### src/rtl/lc3_mem_ctrl_pkg.sv
// Shared types and constants for the LC-3 memory controller: FSM states,
// device-register addresses, register select codes and status bit positions.
package lc3_mem_pkg;

   localparam int unsigned DATA_W = 16;

   typedef enum logic [1:0] {
      ST_IDLE,
      ST_ACCESS,
      ST_RESP
   } state_e;

   typedef enum logic [2:0] {
      SEL_NONE,
      SEL_RAM,
      SEL_KBSR,
      SEL_KBDR,
      SEL_DSR,
      SEL_DDR
   } sel_e;

   localparam logic [15:0] KBSR_ADDR = 16'hFE00;
   localparam logic [15:0] KBDR_ADDR = 16'hFE02;
   localparam logic [15:0] DSR_ADDR  = 16'hFE04;
   localparam logic [15:0] DDR_ADDR  = 16'hFE06;

   localparam int unsigned READY_BIT = 15;
   localparam int unsigned IE_BIT    = 14;

endpackage

### src/rtl/lc3_mem_ctrl_if.sv
// Datapath-side memory bus (MAR/MDR/MIO_EN/R.W plus the R completion pulse).
interface lc3_mem_ctrl_if;
   import lc3_mem_pkg::*;

   logic              req;
   logic              we;
   logic [DATA_W-1:0] addr;
   logic [DATA_W-1:0] wdata;
   logic [DATA_W-1:0] rdata;
   logic              ready;

   modport master (output req, we, addr, wdata, input rdata, ready);
   modport slave  (input req, we, addr, wdata, output rdata, ready);

endinterface

### src/rtl/lc3_mem_ctrl_mmio_regs.sv
// KBSR/KBDR/DSR device registers, keyboard and display handshakes, interrupts.
module lc3_mmio_regs
   import lc3_mem_pkg::*;
(
   input  logic        clk,
   input  logic        rst_n,
   input  sel_e        sel_i,
   input  logic        rd_stb_i,
   input  logic        wr_stb_i,
   input  logic [15:0] wdata_i,
   output logic [15:0] rdata_o,
   input  logic        kbd_valid_i,
   input  logic [7:0]  kbd_data_i,
   output logic        kbd_ready_o,
   output logic        dsp_valid_o,
   output logic [7:0]  dsp_data_o,
   input  logic        dsp_ready_i,
   output logic        kbd_irq_o,
   output logic        dsp_irq_o
);

   logic       kb_rdy_q, kb_rdy_d;
   logic       kb_ie_q, kb_ie_d;
   logic [7:0] kbdr_q, kbdr_d;
   logic       ds_rdy_q, ds_rdy_d;
   logic       ds_ie_q, ds_ie_d;
   logic       dsp_valid_q, dsp_valid_d;
   logic [7:0] dsp_data_q, dsp_data_d;
   logic       unused_wdata;

   assign unused_wdata = ^{wdata_i[15], wdata_i[13:8]};

   always_ff @(posedge clk) begin
      if (!rst_n) begin
         kb_rdy_q    <= 1'b0;
         kb_ie_q     <= 1'b0;
         kbdr_q      <= '0;
         ds_rdy_q    <= 1'b1;
         ds_ie_q     <= 1'b0;
         dsp_valid_q <= 1'b0;
         dsp_data_q  <= '0;
      end else begin
         kb_rdy_q    <= kb_rdy_d;
         kb_ie_q     <= kb_ie_d;
         kbdr_q      <= kbdr_d;
         ds_rdy_q    <= ds_rdy_d;
         ds_ie_q     <= ds_ie_d;
         dsp_valid_q <= dsp_valid_d;
         dsp_data_q  <= dsp_data_d;
      end
   end

   always_comb begin
      kb_rdy_d    = kb_rdy_q;
      kb_ie_d     = kb_ie_q;
      kbdr_d      = kbdr_q;
      ds_rdy_d    = ds_rdy_q;
      ds_ie_d     = ds_ie_q;
      dsp_valid_d = dsp_valid_q;
      dsp_data_d  = dsp_data_q;

      // Clear first so a same-cycle keyboard load overrides it.
      if (rd_stb_i && sel_i == SEL_KBDR) kb_rdy_d = 1'b0;
      if (kbd_valid_i && !kb_rdy_q) begin
         kb_rdy_d = 1'b1;
         kbdr_d   = kbd_data_i;
      end

      if (wr_stb_i) begin
         case (sel_i)
            SEL_KBSR: kb_ie_d = wdata_i[IE_BIT];
            SEL_DSR:  ds_ie_d = wdata_i[IE_BIT];
            SEL_DDR: begin
               if (ds_rdy_q) begin
                  dsp_valid_d = 1'b1;
                  dsp_data_d  = wdata_i[7:0];
                  ds_rdy_d    = 1'b0;
               end
            end
            default: ;
         endcase
      end

      // A char is pending only while DSR ready is low, so this cannot collide with a DDR write.
      if (dsp_valid_q && dsp_ready_i) begin
         dsp_valid_d = 1'b0;
         ds_rdy_d    = 1'b1;
      end
   end

   always_comb begin
      rdata_o = '0;
      case (sel_i)
         SEL_KBSR: begin
            rdata_o[READY_BIT] = kb_rdy_q;
            rdata_o[IE_BIT]    = kb_ie_q;
         end
         SEL_KBDR: rdata_o = {8'h00, kbdr_q};
         SEL_DSR: begin
            rdata_o[READY_BIT] = ds_rdy_q;
            rdata_o[IE_BIT]    = ds_ie_q;
         end
         default: ;
      endcase
   end

   assign kbd_ready_o = ~kb_rdy_q;
   assign dsp_valid_o = dsp_valid_q;
   assign dsp_data_o  = dsp_data_q;
   assign kbd_irq_o   = kb_rdy_q & kb_ie_q;
   assign dsp_irq_o   = ds_rdy_q & ds_ie_q;

endmodule

### src/rtl/lc3_mem_ctrl.sv
// LC-3 memory-side controller: request FSM, address decode, block-RAM port
// and read-data mux; device registers live in lc3_mmio_regs.
module lc3_mem_ctrl
   import lc3_mem_pkg::*;
#(
   parameter int unsigned ADDR = 12,
   parameter int unsigned DATA = 16
)
(
   input  logic            clk,
   input  logic            rst_n,
   lc3_mem_ctrl_if.slave   bus,
   output logic            mem_wr,
   output logic [ADDR-1:0] mem_addr,
   output logic [DATA-1:0] mem_din,
   input  logic [DATA-1:0] mem_dout,
   input  logic            kbd_valid,
   input  logic [7:0]      kbd_data,
   output logic            kbd_ready,
   output logic            dsp_valid,
   output logic [7:0]      dsp_data,
   input  logic            dsp_ready,
   output logic            kbd_irq,
   output logic            dsp_irq
);

   state_e          state_q, state_d;
   logic [15:0]     addr_q, addr_d;
   logic            we_q, we_d;
   logic [DATA-1:0] wdata_q, wdata_d;
   logic            resp;
   logic            ram_hit;
   sel_e            sel;
   logic [15:0]     reg_rdata;

   always_ff @(posedge clk) begin
      if (!rst_n) begin
         state_q <= ST_IDLE;
         addr_q  <= '0;
         we_q    <= 1'b0;
         wdata_q <= '0;
      end else begin
         state_q <= state_d;
         addr_q  <= addr_d;
         we_q    <= we_d;
         wdata_q <= wdata_d;
      end
   end

   always_comb begin
      state_d = state_q;
      addr_d  = addr_q;
      we_d    = we_q;
      wdata_d = wdata_q;
      resp    = 1'b0;
      case (state_q)
         ST_IDLE: begin
            if (bus.req) begin
               state_d = ST_ACCESS;
               addr_d  = bus.addr;
               we_d    = bus.we;
               wdata_d = bus.wdata;
            end
         end
         ST_ACCESS: state_d = ST_RESP;
         ST_RESP: begin
            state_d = ST_IDLE;
            resp    = 1'b1;
         end
         default: state_d = ST_IDLE;
      endcase
   end

   assign ram_hit = (addr_q[15:ADDR] == '0);

   always_comb begin
      sel = SEL_NONE;
      if (ram_hit) begin
         sel = SEL_RAM;
      end else begin
         case (addr_q)
            KBSR_ADDR: sel = SEL_KBSR;
            KBDR_ADDR: sel = SEL_KBDR;
            DSR_ADDR:  sel = SEL_DSR;
            DDR_ADDR:  sel = SEL_DDR;
            default:   sel = SEL_NONE;
         endcase
      end
   end

   assign mem_wr   = (state_q == ST_ACCESS) & we_q & ram_hit & rst_n;
   assign mem_addr = addr_q[ADDR-1:0];
   assign mem_din  = wdata_q;

   assign bus.ready = resp;

   always_comb begin
      bus.rdata = '0;
      if (resp && !we_q) begin
         bus.rdata = (sel == SEL_RAM) ? mem_dout : reg_rdata;
      end
   end

   lc3_mmio_regs u_regs (
      .clk         (clk),
      .rst_n       (rst_n),
      .sel_i       (sel),
      .rd_stb_i    (resp & ~we_q),
      .wr_stb_i    (resp & we_q),
      .wdata_i     (wdata_q),
      .rdata_o     (reg_rdata),
      .kbd_valid_i (kbd_valid),
      .kbd_data_i  (kbd_data),
      .kbd_ready_o (kbd_ready),
      .dsp_valid_o (dsp_valid),
      .dsp_data_o  (dsp_data),
      .dsp_ready_i (dsp_ready),
      .kbd_irq_o   (kbd_irq),
      .dsp_irq_o   (dsp_irq)
   );

endmodule

### src/flat_wrapper.sv
// flat-port wrapper written by rule: the top's interface ports become plain ports
module lc3_mem_ctrl_flat import lc3_mem_pkg::*;
#(
   parameter int unsigned ADDR = 12,
   parameter int unsigned DATA = 16
)
  (clk, rst_n, mem_wr, mem_addr, mem_din, mem_dout, kbd_valid, kbd_data, kbd_ready, dsp_valid, dsp_data, dsp_ready, kbd_irq, dsp_irq, bus_req, bus_we, bus_addr, bus_wdata, bus_rdata, bus_ready);
  lc3_mem_ctrl_if bus_i ();
  input  logic clk;
  input  logic rst_n;
  output logic mem_wr;
  output logic [ADDR-1:0] mem_addr;
  output logic [DATA-1:0] mem_din;
  input  logic [DATA-1:0] mem_dout;
  input  logic kbd_valid;
  input  logic [7:0] kbd_data;
  output logic kbd_ready;
  output logic dsp_valid;
  output logic [7:0] dsp_data;
  input  logic dsp_ready;
  output logic kbd_irq;
  output logic dsp_irq;
  input wire logic [$bits(bus_i.req)-1:0] bus_req;
  input wire logic [$bits(bus_i.we)-1:0] bus_we;
  input wire logic [$bits(bus_i.addr)-1:0] bus_addr;
  input wire logic [$bits(bus_i.wdata)-1:0] bus_wdata;
  output wire logic [$bits(bus_i.rdata)-1:0] bus_rdata;
  output wire logic [$bits(bus_i.ready)-1:0] bus_ready;
  assign bus_i.req = bus_req;
  assign bus_i.we = bus_we;
  assign bus_i.addr = bus_addr;
  assign bus_i.wdata = bus_wdata;
  assign bus_rdata = bus_i.rdata;
  assign bus_ready = bus_i.ready;
  lc3_mem_ctrl #(.ADDR(ADDR), .DATA(DATA)) u_core (.clk(clk), .rst_n(rst_n), .bus(bus_i), .mem_wr(mem_wr), .mem_addr(mem_addr), .mem_din(mem_din), .mem_dout(mem_dout), .kbd_valid(kbd_valid), .kbd_data(kbd_data), .kbd_ready(kbd_ready), .dsp_valid(dsp_valid), .dsp_data(dsp_data), .dsp_ready(dsp_ready), .kbd_irq(kbd_irq), .dsp_irq(dsp_irq));
endmodule
### config.mk
export PLATFORM = sky130hd
export DESIGN_NAME = lc3_mem_ctrl_flat
export DESIGN_NICKNAME = d
export VERILOG_FILES = /design/src/rtl/lc3_mem_ctrl_pkg.sv /design/src/rtl/lc3_mem_ctrl_if.sv /design/src/rtl/lc3_mem_ctrl_mmio_regs.sv /design/src/rtl/lc3_mem_ctrl.sv /design/src/flat_wrapper.sv
export SDC_FILE = /design/constraint.sdc
export NUM_CORES = 1
export LEC_CHECK = 0
export ABC_AREA = 1
export CAP_MARGIN = 20
export CORE_MARGIN = 2
export CORE_UTILIZATION = 60
export DETAILED_ROUTE_END_ITERATION = 8
export DONT_BUFFER_PORTS = 1
export PLACE_DENSITY = 0.78
export SKIP_CTS_REPAIR_TIMING = 1
export SLEW_MARGIN = 40
export SYNTH_ARGS = -nofsm -noshare
export SYNTH_HDL_FRONTEND = slang
export SYNTH_SLANG_ARGS = --single-unit
### constraint.sdc
create_clock -name clk -period 2.52 [get_ports clk]
set_input_delay 0.756 -clock clk [delete_from_list [all_inputs] [get_ports clk]]
set_output_delay 0.756 -clock clk [all_outputs]
set_load 0.005 [all_outputs]
After elaboration in Yosys (flattened, before gate mapping)
Index checks and enable logic that the tools add are counted.
{ "totals": {"reg_bits": 56, "latch_bits": 0, "ram_bits": 0, "rom_bits": 0, "in_bits": 62, "output_inout_bits": 58, "elab_cells": 59, "memories": 0} }
{ "op_classes": {"add_sub_neg": 0, "n_mul": 0, "div_mod_pow": 0, "order_cmp": 0, "eq_ne": 12, "shifts": 0, "mux": 11, "bitwise_logic": 10, "reduce_logical": 15} }
{ "ops": {"columns": ["cell", "count"], "rows": [
  ["equality test 16 bit, second input constant", 4],
  ["two-way mux 16 bit", 2],
  ["one-hot mux 3 bit (4 select lines)", 1],
  ["two-way mux 8 bit", 1],
  ["one-hot mux 2 bit (2 select lines)", 2],
  ["AND reduction 2 bit", 4],
  ["AND 1 bit", 7],
  ["equality test 3 x 2 -> 1 bit, second input constant", 2],
  ["equality test 3 bit, second input constant", 2],
  ["logical AND 1 bit", 4],
  ["logical NOT 4 bit", 1],
  ["equality test 3 x 1 -> 1 bit, second input constant", 1],
  ["two-way mux 1 bit", 3],
  ["two-way mux 3 bit", 1],
  ["NOT 1 bit", 3],
  ["AND reduction 3 bit", 1],
  ["equality test 2 x 1 -> 1 bit, second input constant", 1],
  ["equality test 2 bit, second input constant", 1],
  ["logical NOT 1 bit", 2],
  ["logical NOT 2 bit", 1],
  ["two-way mux 2 bit", 1],
  ["inequality test 2 bit, second input constant", 1],
  ["nonzero test 2 bit", 1],
  ["OR reduction 2 bit", 1]
]} }

Longest topological paths before layout
Gate-level depths: netlist of run 1.
{ "depth": {"word_depth": 7, "depth_mapped": 11, "ltp_nobuf": 11} }

By module
From an unflattened synthesis of run 1, not the netlist that was laid out.
{ "hier_totals": {"cells_unflattened": 390, "hier_area_um2": 2766.4} }
{ "by_module_without_submodules": {"columns": ["module", "n_inst", "cells_per_inst", "area_per_inst_um2"], "rows": [
  ["lc3_mem_ctrl", 1, 243, 1784.2],
  ["lc3_mmio_regs", 1, 147, 982.2]
]} }

Worst setup path before layout of run 1
Ideal clock, no wire load.
{ "synth_timing": {"kind": "input port to output port", "start": "input port rst_n", "end": "output port mem_wr", "arrival_ps": 1125, "required_time_ps": 1764, "setup_slack_ps": 639, "path_stages": 2, "n_path_buf": 0, "path_cell_list": "inv_1 > nor4_1"} }
{ "synth_via": {"elab_chain_len": 1} }
{ "synth_rtl": {"columns": ["element", "line_no", "rtl"], "rows": [
  ["start: declaration", "flat_wrapper.sv:10", "input logic rst_n;"],
  ["AND 1 bit", "lc3_mem_ctrl.sv:91", "assign mem_wr = (state_q == ST_ACCESS) & we_q & ram_hit & rst_n;"],
  ["end: declaration", "flat_wrapper.sv:11", "output logic mem_wr;"]
]} }
No other way between the ends.

Worst setup path in the final report of run 1
{ "layout_timing": {"start": "register u_core.addr_q[2]", "end": "output port bus_rdata[14]"} }
{ "layout_via": {"elab_chain_len": 7} }
{ "layout_rtl": {"columns": ["element", "line_no", "rtl"], "rows": [
  ["start: declaration", "lc3_mem_ctrl.sv:28", "logic [15:0] addr_q, addr_d;"],
  ["start signal: assignment", "lc3_mem_ctrl.sv:44", "addr_q <= addr_d;"],
  ["equality test 16 bit", "lc3_mem_ctrl.sv:81", "case (addr_q)"],
  ["one-hot mux 3 bit (4 select lines) *", "lc3_mem_ctrl.sv:81", null],
  ["two-way mux 3 bit *", "lc3_mem_ctrl.sv:78", "if (ram_hit) begin"],
  ["equality test 3 bit or equality test 3 x 2 -> 1 bit (tied branches)", "lc3_mem_ctrl_mmio_regs.sv:93", "case (sel_i)"],
  ["one-hot mux 2 bit (2 select lines)", "lc3_mem_ctrl_mmio_regs.sv:93", null],
  ["two-way mux 16 bit *", "lc3_mem_ctrl.sv:100", "bus.rdata = (sel == SEL_RAM) ? mem_dout : reg_rdata;"],
  ["two-way mux 16 bit *", "lc3_mem_ctrl.sv:99", "if (resp && !we_q) begin"],
  ["end: declaration", "flat_wrapper.sv:27", "output wire logic [$bits(bus_i.rdata)-1:0] bus_rdata;"]
]} }
Mark *: on every way between the ends. The rest lies on a longest branch, timed or not.

==> results of run 1 <==
-- stage by stage --
step	TNS, ps	worst slack, ps	hold slack (ps)	area, um^2
2_1_floorplan	0	639	430	2580
3_3_place_gp	0	470	439	2510
3_5_place_dp	0	441	444	2510
4_1_cts	0	67.1	458	2600
5_1_grt	-18.4	-10.8	489	2610
6_report	0	135	455	2610
-- layout make-up --
class,instances,area share
clock buffer,5,0.0264
sequential,56,0.429
inverter,34,0.0489
timing repair buffer,3,0.00862
tap,50,0.0240
clock inverter,3,0.00862
multi-input combinational,243,0.454
-- layer usage --
metal | global-route usage | vias up
li1 | - | 1117
met1 | 0.291 | 907
met2 | 0.342 | 91
met3 | 0.0872 | 5
met4 | 0.0632 | 0
met5 | 0 | -
-- cell usage after synthesis, types with 3 or more instances --
master / count
a21oi_1: 30
buf_2: 4
buf_4: 13
clkbuf_1: 8
dfxtp_1: 56
inv_1: 27
inv_2: 6
nand2_1: 47
nand2_2: 5
nand3_1: 20
nand4_1: 3
nor2_1: 70
nor2_2: 5
nor2_4: 4
nor3_1: 3
o21ai_0: 39
o21ai_1: 8
-- critical path: stages (launching register included) --
cell and delay (ps):
dfxtp_1 370, inv_1 150, nand2_1 120, nor3_1 340
nand3_1 120, nand3_1 100, nand2_1 50, inv_1 70
-- where the power goes --
group          total (uW)  switching [uW]  internal [uW]
Clock                 492             292            200
Sequential            997            52.6            944
Combinational         206             140           66.0
Total                1700             485           1210
-- cells by family after synthesis --
group,Yosys count,synth area share
AO/OA/AOI/OAI,78,0.152
AND/OR/NAND/NOR,165,0.305
flip-flops,56,0.434
buffers and inverters,60,0.108
-- final timing paths --
| path | start | to |
|---|---|---|
| setup reg to reg | u_core.addr_q[9] | u_core.u_regs.kb_rdy_q |
| setup / recovery | u_core.addr_q[2] | bus_rdata[14] |
| hold / removal | u_core.u_regs.kbdr_q[2] | u_core.u_regs.kbdr_q[2] |
| hold reg to reg | u_core.u_regs.kbdr_q[2] | u_core.u_regs.kbdr_q[2] |
-- state kept, by name, indices dropped and copies added (netlist names), 2 cells and up --
name,count
u_core.state_q,2
u_core.mem_din,16
u_core.u_regs.dsp_data_o,8
u_core.u_regs.kbdr_q,8
u_core.addr_q,16
==> key figures, run 1 <==
GRT
  – Global-route wire length before repair: between 8000 and 9000 um
  – Number of global-route vias before repair: 1883
  – Gr usage total: 0.222
  – Pin count of the biggest net entering global routing: 45
  – Antenna violations before repair: 0
  – Total grt overflow: 0

Cells and area
  – Layout cells sized above 1: 0.116
  – Commonest non-fill, non-tap cell in the layout: nor2_1
  – Finished Layout Cells: 394
  – Fin nets: between 400 and 500
  – Most frequent cells in the layout: nor2_1, dfxtp_1, nand2_1
  – Register area: 0.00112 mm^2
  – Fillers: 381
  – Syn-to-layout area delta: 1.16%
  – ANT cells: 0
  – Post-layout util: 0.644
  – Area of the multi-input gates: 0.00119 mm^2

Timing
  – Normalized max-slew margin: 0.554
  – Final hold violation count: 0
  – F_max: approximately 0.42 GHz
  – Slew Limit Fails: 0
  – Fin crit period: approximately 2400 ps
  – Worst slew pin tran: around 670 ps
  – Period utilization: 0.947
  – # setup viols final: 0
  – Unrepaired setup endpoints after global routing: true
  – Worst clock skew: 9.27 ps

Placed design
  – GPL Wtd Cong: about 0.87
  – Detailed placement HPWL: 3930 um
  – Cell count after placement: 385
  – IO Port Bufs: 0

Critical path
  – Crit path kind: flop to output port
  – R2R setup slack: 1150 ps
  – Worst-case reg-to-reg path depth: 9
  – Crit. End Element: output port
  – Crit start category: flop
  – Required time of the critical path: 1760 ps
  – Worst Path Arrival: roughly 1600 ps
  – Worst Path Max Fanout: 4

Die
  – Die area: 0.00484 mm^2
  – Starting Density: 0.636
  – Rows: 23
  – Core Region: 0.00406 mm^2
  – Die X: 69.6 um
  – Die Span Y: ~70 um
  – Ports: 120

Clocking
  – CTS buffer count: 5
  – CTS Sinks: 56
  – Max clock buf depth: 2
  – CTS tree: built
  – H-tree depth: 2
  – Clk root buf: clkbuf_8
  – Worst-path clk slew: about 100 ps
  – Skew-Pair Late Insertion Delay: approximately 310 ps

Synthesis
  – Asr flop ratio synth: 0
  – Mapped Cells: 359
  – Yosys reg bits: 56
  – Synthesis Warnings: 0
  – Yosys top cell by area: dfxtp_1
  – Area share of the largest cell type after synthesis: 0.434
  – Mapped Area: 0.00258 mm^2
  – Top post-synthesis cells by area: dfxtp_1, nor2_1, o21ai_0
  – Syn_area_per_cell: 7.19 um^2
  – Ys flop type: dfxtp_1
  – Netlist cell types: 26
  – Number of synthesized flops with an enable pin: 0
  – Syn nets: 421
  – Seq/Total Area, Yosys: 0.434

Detailed routing
  – Met3 WL: 561 um
  – M1 WL: 2340 um
  – Via density: roughly 5.4
  – Routed via count: roughly 2100
  – Post-route ant nets: 0
  – WL met2: 2330 um
  – DR iter-0 viols: around 170
  – Routed len/inst: about 13 um
  – TritonRoute pass-1 iters: 4
  – WL final: 5290 um
  – Post-route DRC: 0
  – DR top layer: met4

Outcome
  – Run status: finished, final reports clean

Job
  – Max-cap viol count: 0

Hold path
  – WHS Path Cells: 2
  – Hold Crit Class: flop to flop

Pwr
  – Design Power: 1700 uW
  – Power per cell area: 649 mW/mm^2
  – Leakage: between 0.001 and 0.0015 uW
  – Maximum vdd drop: 0.446 mV
Note: power is estimated with default switching activity, not from simulation.
==> run 2: changes to the inputs <==
==> constraint.sdc (replaced) <==
create_clock -name clk -period 2.66 [get_ports clk]
set_input_delay 0.798 -clock clk [delete_from_list [all_inputs] [get_ports clk]]
set_output_delay 0.798 -clock clk [all_outputs]
set_load 0.005 [all_outputs]
==> run 2 against run 1 <==
Compared with the run above:
- setup slack better by 41 ps
- sequential power down 5.2%
- critical path depth increased by 1
- sequential share of layout area rose by 0.25 points
- cell count shrank 0.25%
- routed wire length up 3.0%
- clock skew grew 1.9 ps
- flip-flop and latch count unchanged
- critical path type unchanged
- largest power group unchanged
==> key figures, run 2 (synthesis results as in run 1) <==
Timing
  – Normalized max-slew margin: 0.540 (-0.0141)
  – Worst hold slack: 454 ps (-1.23 ps)
  – Final hold violation count: 0 (unchanged)
  – Worst slew pin tran: 690 ps (+21.2 ps)
  – Slew Limit Fails: 0 (unchanged)
  – # setup viols final: 0 (unchanged)
  – Worst clock skew: 11.1 ps (+1.88 ps)
  – Unrepaired setup endpoints after global routing: false
  – Period utilization: 0.934
  – F_max: 0.403 GHz
  – Setup tns final: 0 ps (unchanged)
  – Fin crit period: 2480 ps

Cells and area
  – Most frequent cells in the layout: nor2_1, dfxtp_1, nand2_1
  – Fillers: 396 (+3.9%)
  – Layout cells sized above 1: 0.105 (-0.0113)
  – Register area: 0.00112 mm^2 (unchanged)
  – Fin nets: 404 (-0.25%)
  – ANT cells: 0 (unchanged)
  – Area of the multi-input gates: 0.00118 mm^2 (-0.42%)
  – Syn-to-layout area delta: 0.582%
  – Commonest non-fill, non-tap cell in the layout: nor2_1

Clocking
  – CTS buffer count: 5 (unchanged)
  – CTS tree: built
  – CTS Sinks: 56 (unchanged)
  – Worst-path clk slew: 100 ps (about the same)
  – Skew-Pair Late Insertion Delay: 310 ps (about the same)
  – Clk root buf: clkbuf_8
  – H-tree depth: 2 (unchanged)
  – Max clock buf depth: 2 (unchanged)

Placed design
  – IO Port Bufs: 0 (unchanged)
  – GPL Wtd Cong: 0.854 (-2.0%)
  – Detailed placement HPWL: 4100 um (+4.4%)

Detailed routing
  – WL final: 5450 um (+3.0%)
  – DR iter-0 viols: 115 (-33%)
  – Routed via count: 2130 (+0.47%)
  – Via density: 5.42 (+0.73%)
  – Post-route DRC: 0 (unchanged)
  – Routed len/inst: 13.9 um (+3.3%)
  – Post-route ant nets: 0 (unchanged)
  – TritonRoute pass-1 iters: 4 (unchanged)

Critical path
  – CP max-delay cell: dfxtp_1
  – Buf/Inv on CP: 1 (-1)
  – Crit start category: flop
  – Crit path kind: flop to output port
  – Required time of the critical path: 1860 ps (+100 ps)
  – Crit. End Element: output port
  – Worst Path Arrival: 1690 ps (+60 ps)
  – Delay of the slowest cell on the worst path: 390 ps (+20 ps)
  – Crit-path cells: nor2_1 -> nand2_1 -> nand3_1 -> nor2_2 -> nand4_1 -> nand3_1 -> nand2_1 -> inv_1
  – CP delay by family, top: simple AND/OR/NAND/NOR gates
  – Worst Path Max Fanout: 11 (+7)

Die
  – Die X: 69.6 um (unchanged)
  – Core Region: 0.00406 mm^2 (unchanged)
  – Rows: 23 (unchanged)
  – Die Span Y: 69.6 um (unchanged)
  – Starting Density: 0.636 (unchanged)
  – Ports: 120 (unchanged)
  – Die area: 0.00484 mm^2 (unchanged)

Pwr
  – Maximum vdd drop: 0.357 mV (-20%)
  – Leakage: 0.00107 uW (-1.2%)
  – Power per cell area: 616 mW/mm^2 (-5.2%)

Job
  – Max-cap viol count: 0 (unchanged)

GRT
  – Global-route wire length before repair: 9060 um (+3.7%)
  – Total grt overflow: 0 (unchanged)
  – Antenna violations before repair: 0 (unchanged)
  – Number of global-route vias before repair: 2028 (+7.7%)
  – Pin count of the biggest net entering global routing: 45 (unchanged)
  – Gr usage total: 0.229 (+0.00668)

Hold path
  – Hold Crit Class: flop to flop

Outcome
  – Run status: finished, final reports clean
[run 2: worst paths after layout]
| path | end | cells after the start | slack, ps | from |
|---|---|---|---|---|
| max | bus_rdata[15] | 8 | 180 | u_core.addr_q[15] |
| min | u_core.u_regs.kbdr_q[2] | 2 | 450 | u_core.u_regs.kbdr_q[2] |
| min reg2reg | u_core.u_regs.kbdr_q[2] | 2 | 450 | u_core.u_regs.kbdr_q[2] |
| max reg2reg | u_core.u_regs.kb_rdy_q | 7 | 1220 | u_core.addr_q[15] |
[run 2: routing by layer]
layer,global-route usage,wire length (um),vias up
li1,-,-,1105
met5,0,0,-
met2,0.387,2500,79
met1,0.274,2400,940
met3,0.0887,503,6
met4,0.0545,51,0
[run 2: area by class of cell]
| type | count | area share |
|---|---|---|
| Clock buffer | 6 | 0.0280 |
| Clock inverter | 2 | 0.00627 |
| Inverter | 34 | 0.0492 |
| Multi-Input combinational cell | 243 | 0.455 |
| Sequential cell | 56 | 0.432 |
| Tap cell | 50 | 0.0241 |
| Timing Repair Buffer | 2 | 0.00578 |
[run 2: worst min-delay path, delay by kind of cell, from the launching register on]
kind	cells	cell delay [ps]
buffers and inverters	1	60
AOI/OAI and AO/OA	1	50
DFF	1	310
[run 2: through the flow]
| step | power, uW | cell area (um^2) | utilization | setup slack, ps | cells |
|---|---|---|---|---|---|
| after floorplan | 1140 | 2580 | - | 695 | 359 |
| after global placement | 1150 | 2510 | 0.618 | 572 | 385 |
| after detailed placement | 1160 | 2510 | 0.618 | 526 | 385 |
| after CTS | 1610 | 2600 | 0.640 | 179 | 393 |
| after global routing | 1690 | 2600 | 0.640 | 14.9 | 393 |
| final | 1600 | 2600 | 0.640 | 176 | 393 |
[run 2: report_power, final]
part           total, uW  switching (uW)  internal (uW)
Sequential           945            50.4            894
Clock                459             271            188
Combinational        194             133           61.5
==> run 3: changes to the inputs <==
--- a/config.mk
+++ b/config.mk
@@ -7,11 +7,14 @@
 export LEC_CHECK = 0
 export ABC_AREA = 1
 export CAP_MARGIN = 20
+export CELL_PAD_IN_SITES_DETAIL_PLACEMENT = 1
+export CELL_PAD_IN_SITES_GLOBAL_PLACEMENT = 1
+export CORE_ASPECT_RATIO = 0.7
 export CORE_MARGIN = 2
-export CORE_UTILIZATION = 60
+export CORE_UTILIZATION = 42
 export DETAILED_ROUTE_END_ITERATION = 8
 export DONT_BUFFER_PORTS = 1
-export PLACE_DENSITY = 0.78
+export PLACE_DENSITY = 0.79
 export SKIP_CTS_REPAIR_TIMING = 1
 export SLEW_MARGIN = 40
 export SYNTH_ARGS = -nofsm -noshare
==> run 3 against run 2 <==
Compared with the run above:
- core utilization fell by 19 points
- final area is 1.6% higher
- hold slack improved by 9.2 ps
- flip-flop and latch count unchanged
- count of clock-buffer cells in the layout did not move
- clock skew down 2.7 ps
- largest power group unchanged
- sequential share of layout area is 0.68 points lower
- via count is 3.8% higher
- non-clock buffer count is 1 higher
- critical path depth fell by 2
==> key figures, run 3 (synthesis results as in run 1) <==
Placed design
  – Dpl ws: 487 ps (-39.3 ps)
  – Cell count after placement: 410 (+6.5%)
  – Area after DPL: 0.00254 mm^2 (+1.2%)
  – Detailed placement HPWL: 4990 um (+22%)
  – GPL Wtd Cong: 0.732 (-14%)
  – IO Port Bufs: 0 (unchanged)

Detailed routing
  – Routed via count: 2212 (+3.8%)
  – Post-route ant nets: 0 (unchanged)
  – TritonRoute pass-1 iters: 4 (unchanged)
  – WL final: 6710 um (+23%)
  – Via density: 5.28 (-2.6%)
  – Routed len/inst: 16.0 um (+15%)
  – Post-route DRC: 0 (unchanged)
  – DR iter-0 viols: 51 (-56%)

Critical path
  – R2R setup slack: 1170 ps (-50 ps)
  – Top cell by count, worst path: nand2_1
  – CP max-delay cell: dfxtp_1
  – Worst Path Max Fanout: 4 (-7)
  – Crit. End Element: output port
  – Buf/Inv on CP: 0 (-1)
  – Crit. Startpoint: u_core.addr_q[12]
  – CP delay by family, top: simple AND/OR/NAND/NOR gates
  – Delay of the slowest cell on the worst path: 380 ps (about the same)
  – Crit path kind: flop to output port
  – Crit-path cells: nand2_1 -> nor2_2 -> nand3_4 -> nor4_4 -> nand2_1 -> a21oi_1
  – Worst Path Arrival: 1640 ps (-50 ps)
  – Required time of the critical path: 1860 ps (about the same)
  – RR Startpoint: u_core.addr_q[7]
  – Crit start category: flop

Timing
  – Normalized max-slew margin: 0.506 (-0.0337)
  – # setup viols final: 0 (unchanged)
  – Slew Limit Fails: 0 (unchanged)
  – Period utilization: 0.917 (-0.0171)
  – Worst clock skew: 8.46 ps (-2.68 ps)
  – Fin crit period: 2440 ps (-45.5 ps)
  – F_max: 0.410 GHz (+1.9%)
  – Setup tns final: 0 ps (unchanged)
  – Worst slew pin tran: 740 ps (+50.5 ps)
  – Final hold violation count: 0 (unchanged)
  – Setup ws final: 221 ps (+45.5 ps)
  – Unrepaired setup endpoints after global routing: false

Hold path
  – Min-delay src: u_core.u_regs.kbdr_q[1]
  – Hold Crit Class: flop to flop

GRT
  – Number of global-route vias before repair: 2280 (+12%)
  – Total grt overflow: 0 (unchanged)
  – Antenna violations before repair: 0 (unchanged)
  – Pin count of the biggest net entering global routing: 45 (unchanged)
  – Gr usage total: 0.202 (-0.0264)
  – Global-route wire length before repair: 11100 um (+23%)

Cells and area
  – Fin nets: 405 (+0.25%)
  – Most frequent cells in the layout: nor2_1, dfxtp_1, nand2_1
  – Fillers: 749 (+89%)
  – Commonest non-fill, non-tap cell in the layout: nor2_1
  – Finished Layout Cells: 419 (+6.6%)
  – Syn-to-layout area delta: 2.18%
  – ANT cells: 0 (unchanged)
  – Fin area: 0.00264 mm^2 (+1.6%)
  – Layout cells sized above 1: 0.110 (+0.00551)
  – Post-layout util: 0.451 (-0.188)

Pwr
  – Leakage: 0.00107 uW (+0.52%)
  – Maximum vdd drop: 0.326 mV (-8.6%)
  – Int Power: 1140 uW (+0.10%)
  – Flop pwr share: 0.580 (-0.011)
  – Power per cell area: 617 mW/mm^2 (+0.18%)
  – Switching power: 482 uW (+6.0%)
  – Gate power share: 0.126 (+0.004)
  – Switching share of power: 0.296 (+0.0118)
  – Clock Power Share: 0.294 (+0.007)

Clocking
  – CTS tree: built
  – Clk root buf: clkbuf_8
  – Max clock buf depth: 2 (unchanged)
  – CTS Sinks: 56 (unchanged)
  – Worst-path clk slew: 100 ps (about the same)
  – CTS buffer count: 5 (unchanged)
  – H-tree depth: 2 (unchanged)
  – Skew-Pair Late Insertion Delay: 320 ps (about the same)

Die
  – Rows: 23 (unchanged)
  – Ports: 120 (unchanged)
  – Starting Density: 0.442 (-0.194)
  – Core Region: 0.00584 mm^2 (+44%)
  – Die X: 97.7 um (+40%)
  – Die area: 0.00680 mm^2 (+40%)
  – Die Span Y: 69.6 um (unchanged)

Job
  – Max-cap viol count: 0 (unchanged)

Outcome
  – Run status: finished, final reports clean
[run 3: cell types whose count changed in the layout (fill, tap and decap cells not counted), sizes merged]
cell,change
buf,+1
[run 3: layer usage]
layer	wire length (um)	track usage	part of all wire	vias to the layer above
li1	-	-	-	1104
met1	3060	0.250	0.46	1032
met2	3060	0.335	0.46	67
met3	519	0.0726	0.077	9
met4	74	0.0571	0.011	0
met5	0	0	0	-
[run 3: power groups by stage]
| stage | combinational, uW | sequential, uW | clock, uW |
|---|---|---|---|
| after global placement | 194 | 962 | 0 |
| after floorplan | 196 | 948 | 0 |
| after global routing | 237 | 954 | 524 |
| after detailed placement | 204 | 964 | 0 |
| after CTS | 206 | 945 | 492 |
| final | 204 | 944 | 478 |
[run 3: layout make-up]
class | instances | area, um^2 | share of cell area
clock buffers | 6 | 72.6 | 0.0275
well taps | 75 | 93.8 | 0.0356
multi-input cells | 243 | 1180 | 0.449
flip-flops and latches | 56 | 1120 | 0.425
inverters | 34 | 128 | 0.0484
clock inverters | 2 | 16.3 | 0.00617
repair buffers | 3 | 22.5 | 0.00854
[run 3: worst paths after layout]
path	endpoint	depth (start not counted)
hold / removal	u_core.u_regs.kbdr_q[1]	2
setup reg to reg	u_core.u_regs.dsp_data_o[7]	8
hold reg to reg	u_core.u_regs.kbdr_q[1]	2
setup / recovery	bus_rdata[5]	6
[run 3: stage by stage]
step / power (uW) / hold WS (ps)
5_1_grt: 1710 / 484
4_1_cts: 1640 / 467
3_5_place_dp: 1170 / 452
2_1_floorplan: 1140 / 430
6_report: 1630 / 463
3_3_place_gp: 1160 / 445
[run 3: worst register-to-register path, cell delays in order, from the launching register on]
cell     delay [ps]
dfxtp_1         350
inv_1            90
nand2_1          60
nor2_1          180
nand2_1         200
nor2_8          250
nand2_4         120
nand2_1          90
a21oi_1          60
